===== config.mk =====
export PLATFORM = sky130hd
export DESIGN_NAME = uart_number_receiver
export DESIGN_NICKNAME = d
export VERILOG_FILES = /design/src/rtl/uart_number_receiver.sv
export SDC_FILE = /design/constraint.sdc
export NUM_CORES = 1
export LEC_CHECK = 0
export ABC_AREA = 1
export CAP_MARGIN = 20
export CORE_ASPECT_RATIO = 0.7
export CORE_MARGIN = 2
export CORE_UTILIZATION = 52
export DETAILED_ROUTE_END_ITERATION = 16
export GPL_TIMING_DRIVEN = 0
export PLACE_DENSITY = 0.78
export SLEW_MARGIN = 10
export SYNTH_ARGS = -nofsm -noshare
export SYNTH_HDL_FRONTEND = slang
export SYNTH_SLANG_ARGS = --single-unit

===== constraint.sdc =====
create_clock -name clk -period 3.4 [get_ports clk]
set_input_delay 0.51 -clock clk [delete_from_list [all_inputs] [get_ports clk]]
set_output_delay 0.51 -clock clk [all_outputs]
set_load 0.1 [all_outputs]

===== src/rtl/uart_number_receiver.sv =====
// UART 8N1 receiver with 16x oversampling and an ASCII decimal line parser.
// Each CR/LF-terminated line of digits yields one number or one error pulse.
module uart_number_receiver #(
  parameter int DBITS     = 8,
  parameter int SB_TICK   = 16,
  parameter int BR_LIMIT  = 53,
  parameter int BR_BITS   = 6,
  parameter int NUM_WIDTH = 32
) (
  input  logic                 clk,
  input  logic                 reset,
  input  logic                 i_uart_rx,
  output logic [DBITS-1:0]     o_rx_byte,
  output logic                 o_rx_byte_valid,
  output logic                 o_frame_err,
  output logic [NUM_WIDTH-1:0] o_num,
  output logic                 o_num_valid,
  output logic                 o_num_err,
  output logic                 o_busy
);

  localparam logic [1:0] IDLE  = 2'd0;
  localparam logic [1:0] START = 2'd1;
  localparam logic [1:0] DATA  = 2'd2;
  localparam logic [1:0] STOP  = 2'd3;

  logic                 rx_m;
  logic                 rx_s;
  logic [BR_BITS-1:0]   br_cnt;
  logic                 tick;
  logic [1:0]           state;
  logic [3:0]           s;
  logic [2:0]           n;
  logic [DBITS-1:0]     b;
  logic [NUM_WIDTH-1:0] acc;
  logic                 pending;
  logic                 err;
  logic [NUM_WIDTH+3:0] mac;
  logic                 ovf;
  logic                 is_digit;
  logic                 is_term;

  always_ff @(posedge clk) begin
    if (reset) begin
      rx_m <= 1'b1;
      rx_s <= 1'b1;
    end else begin
      rx_m <= i_uart_rx;
      rx_s <= rx_m;
    end
  end

  assign tick = (br_cnt == BR_BITS'(BR_LIMIT - 1));

  always_ff @(posedge clk) begin
    if (reset)
      br_cnt <= '0;
    else if (tick)
      br_cnt <= '0;
    else
      br_cnt <= br_cnt + 1'b1;
  end

  assign o_busy = (state != IDLE);

  always_ff @(posedge clk) begin
    if (reset) begin
      state           <= IDLE;
      s               <= '0;
      n               <= '0;
      b               <= '0;
      o_rx_byte       <= '0;
      o_rx_byte_valid <= 1'b0;
      o_frame_err     <= 1'b0;
    end else begin
      o_rx_byte_valid <= 1'b0;
      o_frame_err     <= 1'b0;
      unique case (state)
        IDLE: begin
          if (!rx_s) begin
            state <= START;
            s     <= '0;
          end
        end
        START: begin
          if (tick) begin
            // mid-start-bit recheck rejects short glitches
            if (s == 4'd7) begin
              s <= '0;
              n <= '0;
              state <= rx_s ? IDLE : DATA;
            end else begin
              s <= s + 4'd1;
            end
          end
        end
        DATA: begin
          if (tick) begin
            if (s == 4'd15) begin
              s <= '0;
              b <= {rx_s, b[DBITS-1:1]};
              if (n == 3'(DBITS - 1))
                state <= STOP;
              else
                n <= n + 3'd1;
            end else begin
              s <= s + 4'd1;
            end
          end
        end
        STOP: begin
          if (tick) begin
            if (s == 4'(SB_TICK - 1)) begin
              state <= IDLE;
              s     <= '0;
              if (rx_s) begin
                o_rx_byte       <= b;
                o_rx_byte_valid <= 1'b1;
              end else begin
                o_frame_err <= 1'b1;
              end
            end else begin
              s <= s + 4'd1;
            end
          end
        end
      endcase
    end
  end

  assign is_digit = (o_rx_byte >= DBITS'('h30)) &&
                    (o_rx_byte <= DBITS'('h39));
  assign is_term  = (o_rx_byte == DBITS'('h0D)) ||
                    (o_rx_byte == DBITS'('h0A));

  // acc*10 + d; headroom bits expose overflow
  assign mac = ({4'b0, acc} << 3) + ({4'b0, acc} << 1) +
               (NUM_WIDTH + 4)'(o_rx_byte[3:0]);
  assign ovf = |mac[NUM_WIDTH+3:NUM_WIDTH];

  always_ff @(posedge clk) begin
    if (reset) begin
      acc         <= '0;
      pending     <= 1'b0;
      err         <= 1'b0;
      o_num       <= '0;
      o_num_valid <= 1'b0;
      o_num_err   <= 1'b0;
    end else begin
      o_num_valid <= 1'b0;
      o_num_err   <= 1'b0;
      if (o_frame_err) begin
        err     <= 1'b1;
        pending <= 1'b1;
      end else if (o_rx_byte_valid) begin
        unique case (1'b1)
          is_digit: begin
            if (ovf)
              err <= 1'b1;
            else
              acc <= mac[NUM_WIDTH-1:0];
            pending <= 1'b1;
          end
          is_term: begin
            if (pending) begin
              if (err) begin
                o_num_err <= 1'b1;
              end else begin
                o_num       <= acc;
                o_num_valid <= 1'b1;
              end
            end
            acc     <= '0;
            pending <= 1'b0;
            err     <= 1'b0;
          end
          default: begin
            err     <= 1'b1;
            pending <= 1'b1;
          end
        endcase
      end
    end
  end

endmodule


Word level (Yosys, flattened, before mapping)

Index checks and enable logic that the tools add are counted.

Bits in registers: 103
Input port bits: 3
Output and inout port bits: 45

$lt $le $gt $ge: 2
Add/sub/neg operators: 5
Eq/ne operators: 21
Bitwise gates (word level): 8
Muxes and demuxes: 35
Reduce and logical (&&, ||, !) cells: 20

Operators with widths:

| operator              | number |
|---|---|
| $pmux W32 S2          | 1 |
| $add A35 B33 Y36      | 1 |
| $add A36 B4 Y36       | 1 |
| $mux W32              | 1 |
| $mux W4               | 5 |
| $ne A2 B2 Y1 const B  | 10 |
| $mux W2               | 9 |
| $eq A8 B4 Y1 const B  | 2 |
| $mux W3               | 5 |
| $pmux W4 S3           | 1 |
| $mux W1               | 10 |
| $ge A8 B6 Y1 const B  | 1 |
| $le A8 B6 Y1 const B  | 1 |
| $not A1 Y1            | 8 |
| $pmux W2 S4           | 1 |
| $reduce_and A4 Y1     | 2 |
| $reduce_and A8 Y1     | 1 |
| $reduce_bool A2 Y1    | 4 |
| $reduce_or A4 Y1      | 2 |
| $add A6 B1 Y6 const B | 1 |
| $eq A6 B6 Y1 const B  | 1 |
| $pmux W3 S2           | 1 |
| $reduce_and A3 Y1     | 2 |
| $reduce_and A6 Y1     | 1 |
| 17 further kinds      | 19 |

Longest topological paths before layout

Gate-level depths: netlist of the first run.

Word-level depth: 7
Gate-level depth with buffers: 22

Least setup slack after synthesis of the first run

Ideal clock, no wire load.

Path kind: flip-flop to flip-flop
From: register o_rx_byte[3]
To: register acc[10]
Cell stages (with the launch flop): 21
Arrival: 3360 ps
Setup time: 143 ps
Data required time: 3257 ps
Clock period less this slack: 3504 ps
Slack: -104 ps
Path through: dfxtp_1 -> inv_2 -> fa_1 -> fa_1 -> inv_1 -> nand2_1 -> nand2_1 -> nand3_1 -> nand2_2 -> nand2_2 -> nand2_4 -> nand2_2 -> nand3_1 -> nand2_1 -> nor2_2 -> nand2_4 -> nand2_8 -> nand2_8 -> buf_6 -> nand2_2 -> a21oi_2

Word-level cells in the longest chain between the ends: 4
Elaborated cells on any way between the ends: 13
Classes of those cells: add/sub (1); order compare (2); eq/ne (3); mux (2); reduce/logical (5)

Ends and longest elaborated chain:

| item                                                         | RTL line | text |
|---|---|---|
| from (decl)                                                  | 13       | `output logic [DBITS-1:0] o_rx_byte,` |
| from (signal assigned)                                       | 72       | `o_rx_byte <= '0;` |
| from (signal assigned)                                       | 117      | `o_rx_byte <= b;` |
| $add A36 B4 Y36, or another cell as far along                | 137      | `assign mac = ({4'b0, acc} << 3) + ({4'b0, acc} << 1) +` |
| $reduce_or A4 Y1, or another cell as far along               | 139      | `assign ovf = \|mac[NUM_WIDTH+3:NUM_WIDTH];` |
| $ne A2 B2 Y1 (no line) or $reduce_bool A2 Y1 (tied branches) | -        |  |
| $reduce_and A4 Y1 (no line)                                  | -        |  |
| to (signal assigned)                                         | 161      | `acc <= mac[NUM_WIDTH-1:0];` |
| to (decl)                                                    | 35       | `logic [NUM_WIDTH-1:0] acc;` |

Several ways; a longest one is shown, not always the timed one. The select of a mux whose other input is x is not followed.
A chain may end at the register's enable or synchronous reset.

Final worst setup path of the first run

From: register o_rx_byte[3]
To: register acc[19]

The elaborated chain is that of the path after synthesis.

==> results of run 1 <==
==> cell type report <==
cell class | instances | area share
clock inverter | 7 | 0.0105
multi-input combinational | 725 | 0.524
buffer | 32 | 0.0237
sequential | 103 | 0.256
timing repair buffer | 46 | 0.0571
tap | 185 | 0.0287
clock buffer | 9 | 0.0279
inverter | 154 | 0.0716
==> worst paths after layout <==
kind / from / cells after the start / slack, ns / endpoint
setup / recovery: o_rx_byte[3]$_SDFFE_PP0P_ / 20 / 0.19 / acc[19]$_SDFFE_PP0P_
hold / removal: rx_m$_SDFF_PP1_ / 1 / 0.41 / rx_s$_SDFF_PP1_
setup reg to reg: o_rx_byte[3]$_SDFFE_PP0P_ / 20 / 0.19 / acc[19]$_SDFFE_PP0P_
hold reg to reg: rx_m$_SDFF_PP1_ / 1 / 0.41 / rx_s$_SDFF_PP1_
==> worst max-delay path: stages, from the launching register on <==
cell and delay [ns]:
sky130_fd_sc_hd__dfxtp_2 0.39, sky130_fd_sc_hd__inv_2 0.06, sky130_fd_sc_hd__fa_1 0.53, sky130_fd_sc_hd__fa_1 0.48, sky130_fd_sc_hd__inv_1 0.10, sky130_fd_sc_hd__nand2_1 0.07, sky130_fd_sc_hd__nand2_1 0.09, sky130_fd_sc_hd__nand3_1 0.09
sky130_fd_sc_hd__nand2_2 0.15, sky130_fd_sc_hd__nand2_2 0.08, sky130_fd_sc_hd__nand2_4 0.09, sky130_fd_sc_hd__nand2_2 0.06, sky130_fd_sc_hd__nand3_1 0.08, sky130_fd_sc_hd__nand2_1 0.07, sky130_fd_sc_hd__nor2_2 0.14, sky130_fd_sc_hd__nand2_4 0.09
sky130_fd_sc_hd__nand2_8 0.11, sky130_fd_sc_hd__nand2_8 0.07, sky130_fd_sc_hd__buf_6 0.16, sky130_fd_sc_hd__nand2_1 0.08, sky130_fd_sc_hd__a21oi_2 0.05
==> cells by family (layout without fill, tap and decap cells) <==
| kind of cell | Yosys count | count (layout) | synth area share |
|---|---|---|---|
| AO/OA/AOI/OAI | 204 | 204 | 0.170 |
| XOR/XNOR | 19 | 19 | 0.0236 |
| adder cells (fa/ha/maj) | 70 | 70 | 0.126 |
| buffers and inverters | 186 | 248 | 0.109 |
| flip-flops | 103 | 103 | 0.292 |
| AND/OR/NAND/NOR | 432 | 432 | 0.279 |
==> metal layers <==
metal / up-vias / track usage
met1: 2922 / 0.383
met5: - / 0
met4: 0 / 0.0535
met2: 158 / 0.380
met3: 17 / 0.0407
li1: 3374 / -
==> power groups by stage <==
stage | combinational, mW | sequential (mW) | clock (mW)
3_5_place_dp | 0.0658 | 1.24 | 0
2_1_floorplan | 0.0462 | 1.24 | 0
6_report | 0.0661 | 1.21 | 1.06
5_1_grt | 0.0736 | 1.21 | 1.13
3_3_place_gp | 0.0646 | 1.24 | 0
4_1_cts | 0.0661 | 1.21 | 1.08
==> synth_stat cells, drive strengths merged (11+ instances only) <==
cell type  count
nand2        250
inv          153
a21oi        124
dfxtp        103
nor2          95
ha            68
o21ai         62
nand3         52
clkbuf        21
xnor2         15
nor3          13
buf           11
==> timing repair <==
| action | in CTS | in global routing |
|---|---|---|
| setup endpoints to repair | 0 | 30 |
| gates resized for setup | 0 | 4 |
| hold buffers | 0 | 0 |
| setup buffers | 0 | 0 |
==> registers in the layout, indices dropped and copies added (netlist names), named ones only <==
name,flops
br_cnt,6
rx_s,1
rx_m,1
b,8
s,4
err,1
state,1
pending,1
o_frame_err,1
o_rx_byte,8
acc,32
o_rx_byte_valid,1
n,3
o_num,32
o_num_valid,1
o_num_err,1
==> metrics by stage <==
step	area (sq um)	power [mW]	setup WS [ns]
after floorplan	7060	1.29	0.125
after CTS	8060	2.36	0.177
after detailed placement	7750	1.31	0.256
after global placement	7750	1.31	0.329
final	8070	2.34	0.187
after global routing	8070	2.42	0.00525
==> results.txt, run 1 <==
- From synthesis to final layout, the design area changed by 14.4%.
* F_max: 0.311 GHz
* Relative slew margins: 0.345
* Proportion of power drawn by combinational gates: 0.028
* Starting density of the core: 0.533
* Number of enable flip-flop cells after synthesis: 0
* Layout Utilization: 0.610
* Worst-path clk slew: 0.08 ns
- For the pin with the worst max-slew slack, the measured transition is 0.980 ns.
- Total wire length: 17,600 um
- The hold violation total from the final report was 0.
- Post-synthesis net count: 1,087
- Most common flop cell mapped by yosys: sky130_fd_sc_hd__dfxtp_1
- Port buffering added 46 buffers.
* Worst setup skew after layout: 0.0122 ns
* Sinks on Clock Net: 103
- Entering global routing, the biggest net connects 22 pins.
* Final number of max-transition violations: 0
- Gate count of the mapped netlist: 1,014
* Final period demand of the worst path: 3.21 ns
- Most frequent cells in the layout: sky130_fd_sc_hd__nand2_1 (223), sky130_fd_sc_hd__inv_1 (149), sky130_fd_sc_hd__dfxtp_1 (100)
- Area of the multi-input gates: 0.00423 sq mm
* Number of antenna violations at the first check in global routing: 0
* DP Cell Count: 1,245
* Final weighted congestion in routability-driven placement: 0.991
- Total number of vias: 6,471
- In the post-synthesis netlist, the biggest area contributors are sky130_fd_sc_hd__dfxtp_1 (29%), sky130_fd_sc_hd__ha_1 (12%), sky130_fd_sc_hd__nand2_1 (12%).
- Net switching power figure: 584 uW
- After detailed routing, the wire length on met1 is 9410 um.
- The Yosys step of the flow raised 0 warnings.
- Status: complete, no violations
- Setup violations, final: 0
- Required time of the critical path: 3.60 ns
* Post-synthesis sequential area ratio: 0.292
* Internal power consumption: 1.75 mW
- Switching Fraction: 0.250
* Distinct cells, synth: 43
* Data arrival at the endpoint of the critical path: 3.42 ns
- Flop pwr share: 0.520
- Min-delay worst type: register to register
- Of the post-synthesis cell area, the dominant cell type holds 0.292.
- sky130_fd_sc_hd__dfxtp_1 takes more of the synthesized area than any other cell.
- VDD sags by at most 0.236 mV.
- Floorplan die height: 101 um
- Cell Count, Final, Fillers Out: 1,261
* Cell area after technology mapping: 0.00706 sq mm
* Post-route ant nets: 0
- Vias/cell: 5.13
- After floorplanning, the core was divided into 35 placement rows.
- Count of fill cells added during filler insertion: 1,264
* Worst-skew pair later-pin latency: 0.36 ns
- Pin placement for this block handled 48 I/O pins.
- After detailed routing, the average wire length per cell comes to 14.0 um.
- Number of H-tree levels: 3
- For this run, asynchronously set or reset flops after synthesis account for 0.
- The die covers 0.0145 sq mm.
- Core area: 0.0132 sq mm
- CP Class: register to register
- Final #Nets: 1,144
- The worst setup path is launched from a register.
* CTS tree: done
- Share of the cycle needed by the critical path after routing: 0.945
* GRT Total Usage: 0.253
* Most common cell after layout, fill and taps aside: sky130_fd_sc_hd__nand2_1
- Number of buffers on the longest clock path: 2
- In this run the horizontal extent of the chip is 143 um.
- Via count of the first global-routing pass: 6,026
- For this run the aggregate overflow at the end of global routing stands at 0.
- DR WL met3: 825 um
* Setup repair after global routing missed its margin: false
* Remaining DRCs: 0
- The worst setup path is captured at a register.
- Power spread over the standard cell area amounts to 289 mW/mm^2.
- Max-cap violations in this run came to 0.
- Number of diodes added for antenna fixing: 0
- In this run, the number of DRC markers left after iteration 0 of detailed routing was 432.
- The first TritonRoute pass finished after 5 iterations.
- Pleak: 3.57 nW
* Critical path peak fanout: 10
- Clock share of power: 0.452
- Sequential cell area: 0.00207 sq mm
- Dividing the synthesized area by the synthesized cell count gives 6.96 sq um.
- Adding up every negative setup slack in the final design gives 0 ns.
- WL met2: 7190 um
- Root cell of the clock tree: sky130_fd_sc_hd__clkbuf_16
* Topmost layer with routed signal wires: met4
- Once detailed placement completed, the half-perimeter wirelength came to 14,000 um.
- After synthesis the netlist holds a flip-flop and latch count of 103.
- Layout cell share with drive strength beyond 1: 0.110
* TritonCTS Buffers: 9
- The first global-routing pass estimated 29,400 um of wire.
- Across all hold checks on the routed design, the worst slack comes to 0.411 ns.
(Power assumes the default switching activity.)
==> inputs of run 2 (changes only) <==
Settings changed: ABC_AREA 1 to default.
Clock period 3.4 ns to 4 ns, I/O delays scaled along.
==> run 2 against run 1 <==
Effect of this change: total power shrank 13%; cell count shrank 24%; first-iteration DRC count shrank 23%; wire length shrank 12%; largest cell class unchanged.
==> results.txt, run 2 <==
- Status: complete, no violations
- Vias/cell: 5.90 (+15%)
- Critical path cell sequence: inv_1, fa_1, inv_1, ha_1, a211oi_2, o21ai_2, a32oi_1, o21ai_1, a21boi_1, o211ai_1, a211oi_4, nor3b_2, buf_4, buf_6, a22o_1
* Largest delay contributor family on the critical path: compound AO/OA/AOI/OAI gates
- Final period demand of the worst path: 3.70 ns (+0.489 ns)
- The number of diodes is 0 (unchanged).
- Distinct cells, synth: 64 (+49%)
- The post-route DRC violation count is 0 (unchanged).
- The post-detailed-placement cell area was 0.00682 sq mm (-12%).
- Cell with the biggest individual delay on the critical path: sky130_fd_sc_hd__fa_1
* Horizontal die dimension: 134 um (-6.5%)
- Cell types with the highest counts after synthesis: sky130_fd_sc_hd__nand2_1 (104), sky130_fd_sc_hd__dfxtp_1 (103), sky130_fd_sc_hd__a21oi_1 (86)
- Area Growth Syn to Fin: 16.5%
- The sequential-to-total area share from yosys stat was 0.335 (+0.0430).
* Via count of the first global-routing pass: 5,223 (-13%)
- The net count after synthesis came to 809 (-26%).
- The chip height is 95.0 um (-6.4%).
- Critical Path Most Common Cell: sky130_fd_sc_hd__inv_1
- The clock-pin transition on the worst setup and hold timing paths came to 0.08 ns (about the same).
- HPWL after detailed placement: 11,700 um (-16%)
- The final number of setup-violating endpoints came to 0 (unchanged).
- Total wire length: 15,400 um (-12%)
* Final number of max-transition violations: 0 (unchanged)
- Setup repair after global routing missed its margin: false
- Wire length of the first global-routing pass: 25,600 um (-13%)
- The number of iterations in the first detailed-routing pass was 5 (unchanged).
- The level count of the clock H-tree is 3 (unchanged).
- Number of buffers on the longest clock path: 2 (unchanged)
- The maximum single-stage delay on the critical path was 0.59 ns (+0.06 ns).
- GRT Total Usage: 0.251 (-0.00188)
- CP Class: register to register
- The worst setup path is captured at a register.
- Area leader, netlist: sky130_fd_sc_hd__dfxtp_1
- Die area: 0.0127 sq mm (-12%)
- Top-area cell type share of the netlist area: 0.335 (+0.0430)
* Most common cell after layout, fill and taps aside: sky130_fd_sc_hd__nand2_1
- DR iter-0 viols: 334 (-23%)
- The flop and latch count out of synthesis is 103 (unchanged).
- Yosys synthesis warning count: 0 (unchanged)
- TritonCTS Buffers: 9 (unchanged)
- Layout cell share with drive strength beyond 1: 0.0652 (-0.0445)
- Avg Cell Area, Syn: 8.36 sq um (+20%)
* Top cells by area, synth: sky130_fd_sc_hd__dfxtp_1 (34%), sky130_fd_sc_hd__ha_1 (14%), sky130_fd_sc_hd__a21oi_1 (7.0%)
- Post-route ant nets: 0 (unchanged)
- The finished layout cell area came to 0.00717 sq mm (-11%).
- The total power per unit cell area came to 283 mW/mm^2 (-2.2%).
- STA classifies the critical path startpoint as a register.
- F_max: 0.270 GHz (-13%)
- Total number of vias: 5,630 (-13%)
- Layout Utilization: 0.618 (+0.00748)
- Most common flop cell mapped by yosys: sky130_fd_sc_hd__dfxtp_1
- The hold violation total from the final report was 0 (unchanged).
* Relative slew margins: 0.343 (-0.00213)
- Worst-skew pair later-pin latency: 0.35 ns (about the same)
- By instance count, the leading cell after synthesis is sky130_fd_sc_hd__nand2_1.
- The I/O pin total came to 48 (unchanged).
* Number of antenna violations at the first check in global routing: 0 (unchanged)
- The share of the cycle needed by the critical path after routing was 0.926 (-0.0195).
- Maximum number of pins on one net before global-route repair: 20 (-9.1%)
- Data arrival at the endpoint of the critical path: 4.00 ns (+0.58 ns)
* Routed len/inst: 16.2 um (+16%)
* Root cell of the clock tree: sky130_fd_sc_hd__clkbuf_16
* Transition time at the pin with the least slew margin: 0.983 ns (+0.00319 ns)
* Pleak: 3.01 nW (-16%)
- Final weighted congestion in routability-driven placement: 0.924 (-6.8%)
* CTS tree: done
- The worst-case clock skew came to 0.00600 ns (-0.00617 ns).
- The number of clock sinks is 103 (unchanged).
* Starting density of the core: 0.530 (-0.00346)
- Worst setup slack after placement: -0.0961 ns (-0.353 ns)
* Post-route setup slack: 0.298 ns (+0.111 ns)
- The count of placed standard cells in the final layout, fillers left out came to 955 (-24%).
- Max Cap Viol: 0 (unchanged)
- The count of nets after finishing came to 866 (-24%).
- The netlist area before placement came to 0.00615 sq mm (-13%).
* Buffers plus inverters on the worst setup path: 4 (+1)
- The worst-path maximum fanout was 10 (unchanged).
* Min-delay worst type: register to register
- Required time of the critical path: 4.30 ns (+0.70 ns)
- Worst-case hold slack: 0.415 ns (+0.00335 ns)
- Top flop regs: acc: 32 flops, o_num: 32 flops
- Fraction of registers with async set or reset after synthesis: 0 (unchanged)
* Gate count of the mapped netlist: 736 (-27%)
- The core region area is 0.0116 sq mm (-12%).
* Count of buffers inserted at the top-level ports: 47 (+2.2%)
* Number of rows in the core area: 33 (-5.7%)
- Summed negative setup slack over all endpoints: 0 ns (unchanged)
- The number of buffers added to fix hold violations after cts was 0 (unchanged).
- The global route total overflow was 0 (unchanged).
- Peak ir drop on the vdd network: 0.211 mV (-10%)
- Total power consumption of the routed design: 2.03 mW (-13%)
- Most frequent cells in the layout: sky130_fd_sc_hd__nand2_1 (104), sky130_fd_sc_hd__dfxtp_1 (102), sky130_fd_sc_hd__a21oi_1 (86)
* DP Cell Count: 940 (-24%)
- Number of enable flip-flop cells after synthesis: 0 (unchanged)
run 2: cell count changes after synthesis, sizes merged, moves of 10 or more:
cell / before / now
mux2i: 0 / 19
inv: 153 / 20
xor2: 4 / 14
nand3: 52 / 12
a21oi: 124 / 86
o21ai: 62 / 32
nand2: 250 / 104
a22o: 0 / 30
nor2: 95 / 65
run 2: final timing paths:
check                                          startpoint              endpoint  slack, ns  depth (start not counted)
worst max register to register  o_rx_byte[3]$_SDFFE_PP0P_  acc[28]$_SDFFE_PP0P_       0.30                         15
worst min register to register            rx_m$_SDFF_PP1_       rx_s$_SDFF_PP1_       0.41                          1
worst max-delay path            o_rx_byte[3]$_SDFFE_PP0P_  acc[28]$_SDFFE_PP0P_       0.30                         15
worst min-delay path                      rx_m$_SDFF_PP1_       rx_s$_SDFF_PP1_       0.41                          1
run 2: cell type report:
type | count | area [sq um]
buffer | 36 | 156
clock buffer | 9 | 225
clock inverter | 7 | 91.3
fill | 998 | 4440
inverter | 20 | 75.1
multi-input combinational | 573 | 3860
sequential | 103 | 2060
tap | 157 | 196
timing repair buffer | 50 | 493
run 2: layer usage:
| layer | vias up | wire [um] | part of all wire | track usage |
|---|---|---|---|---|
| li1 | 2752 | - | - | - |
| met1 | 2676 | 7720 | 0.50 | 0.363 |
| met2 | 187 | 6540 | 0.42 | 0.387 |
| met3 | 15 | 983 | 0.064 | 0.0472 |
| met4 | 0 | 192 | 0.012 | 0.0629 |
| met5 | - | 0 | 0 | 0 |
run 2: cells by family (layout without fill, tap and decap cells):
logic type	Yosys count	after routing	synth area share
simple gates	248	248	0.185
compound gates	202	202	0.215
flops	103	103	0.335
fa+ha+maj	70	70	0.145
buf+inv	60	122	0.0401
xor+xnor	34	34	0.0496
mux	19	19	0.0309
run 2: repair_timing:
action                                  in CTS  in global routing
endpoints found under the setup margin      16                 30
setup buffers                                1                  1
resized for setup                            2                  7
pin swaps                                    1                  1
run 2: report_power, final:
part / switching, mW / leakage [nW] / internal [mW]
Sequential: 0.00604 / 0.831 / 1.03
Combinational: 0.0453 / 2.03 / 0.0193
Clock: 0.429 / 0.151 / 0.500
Total: 0.480 / 3.01 / 1.55
==> inputs of run 3 (changes only) <==
Settings changed: CTS_CLUSTER_DIAMETER from default to 50, HOLD_SLACK_MARGIN from default to 0.1.
==> results of run 3 <==
The final DEF is identical to that of run 2; final timing and power are the same.
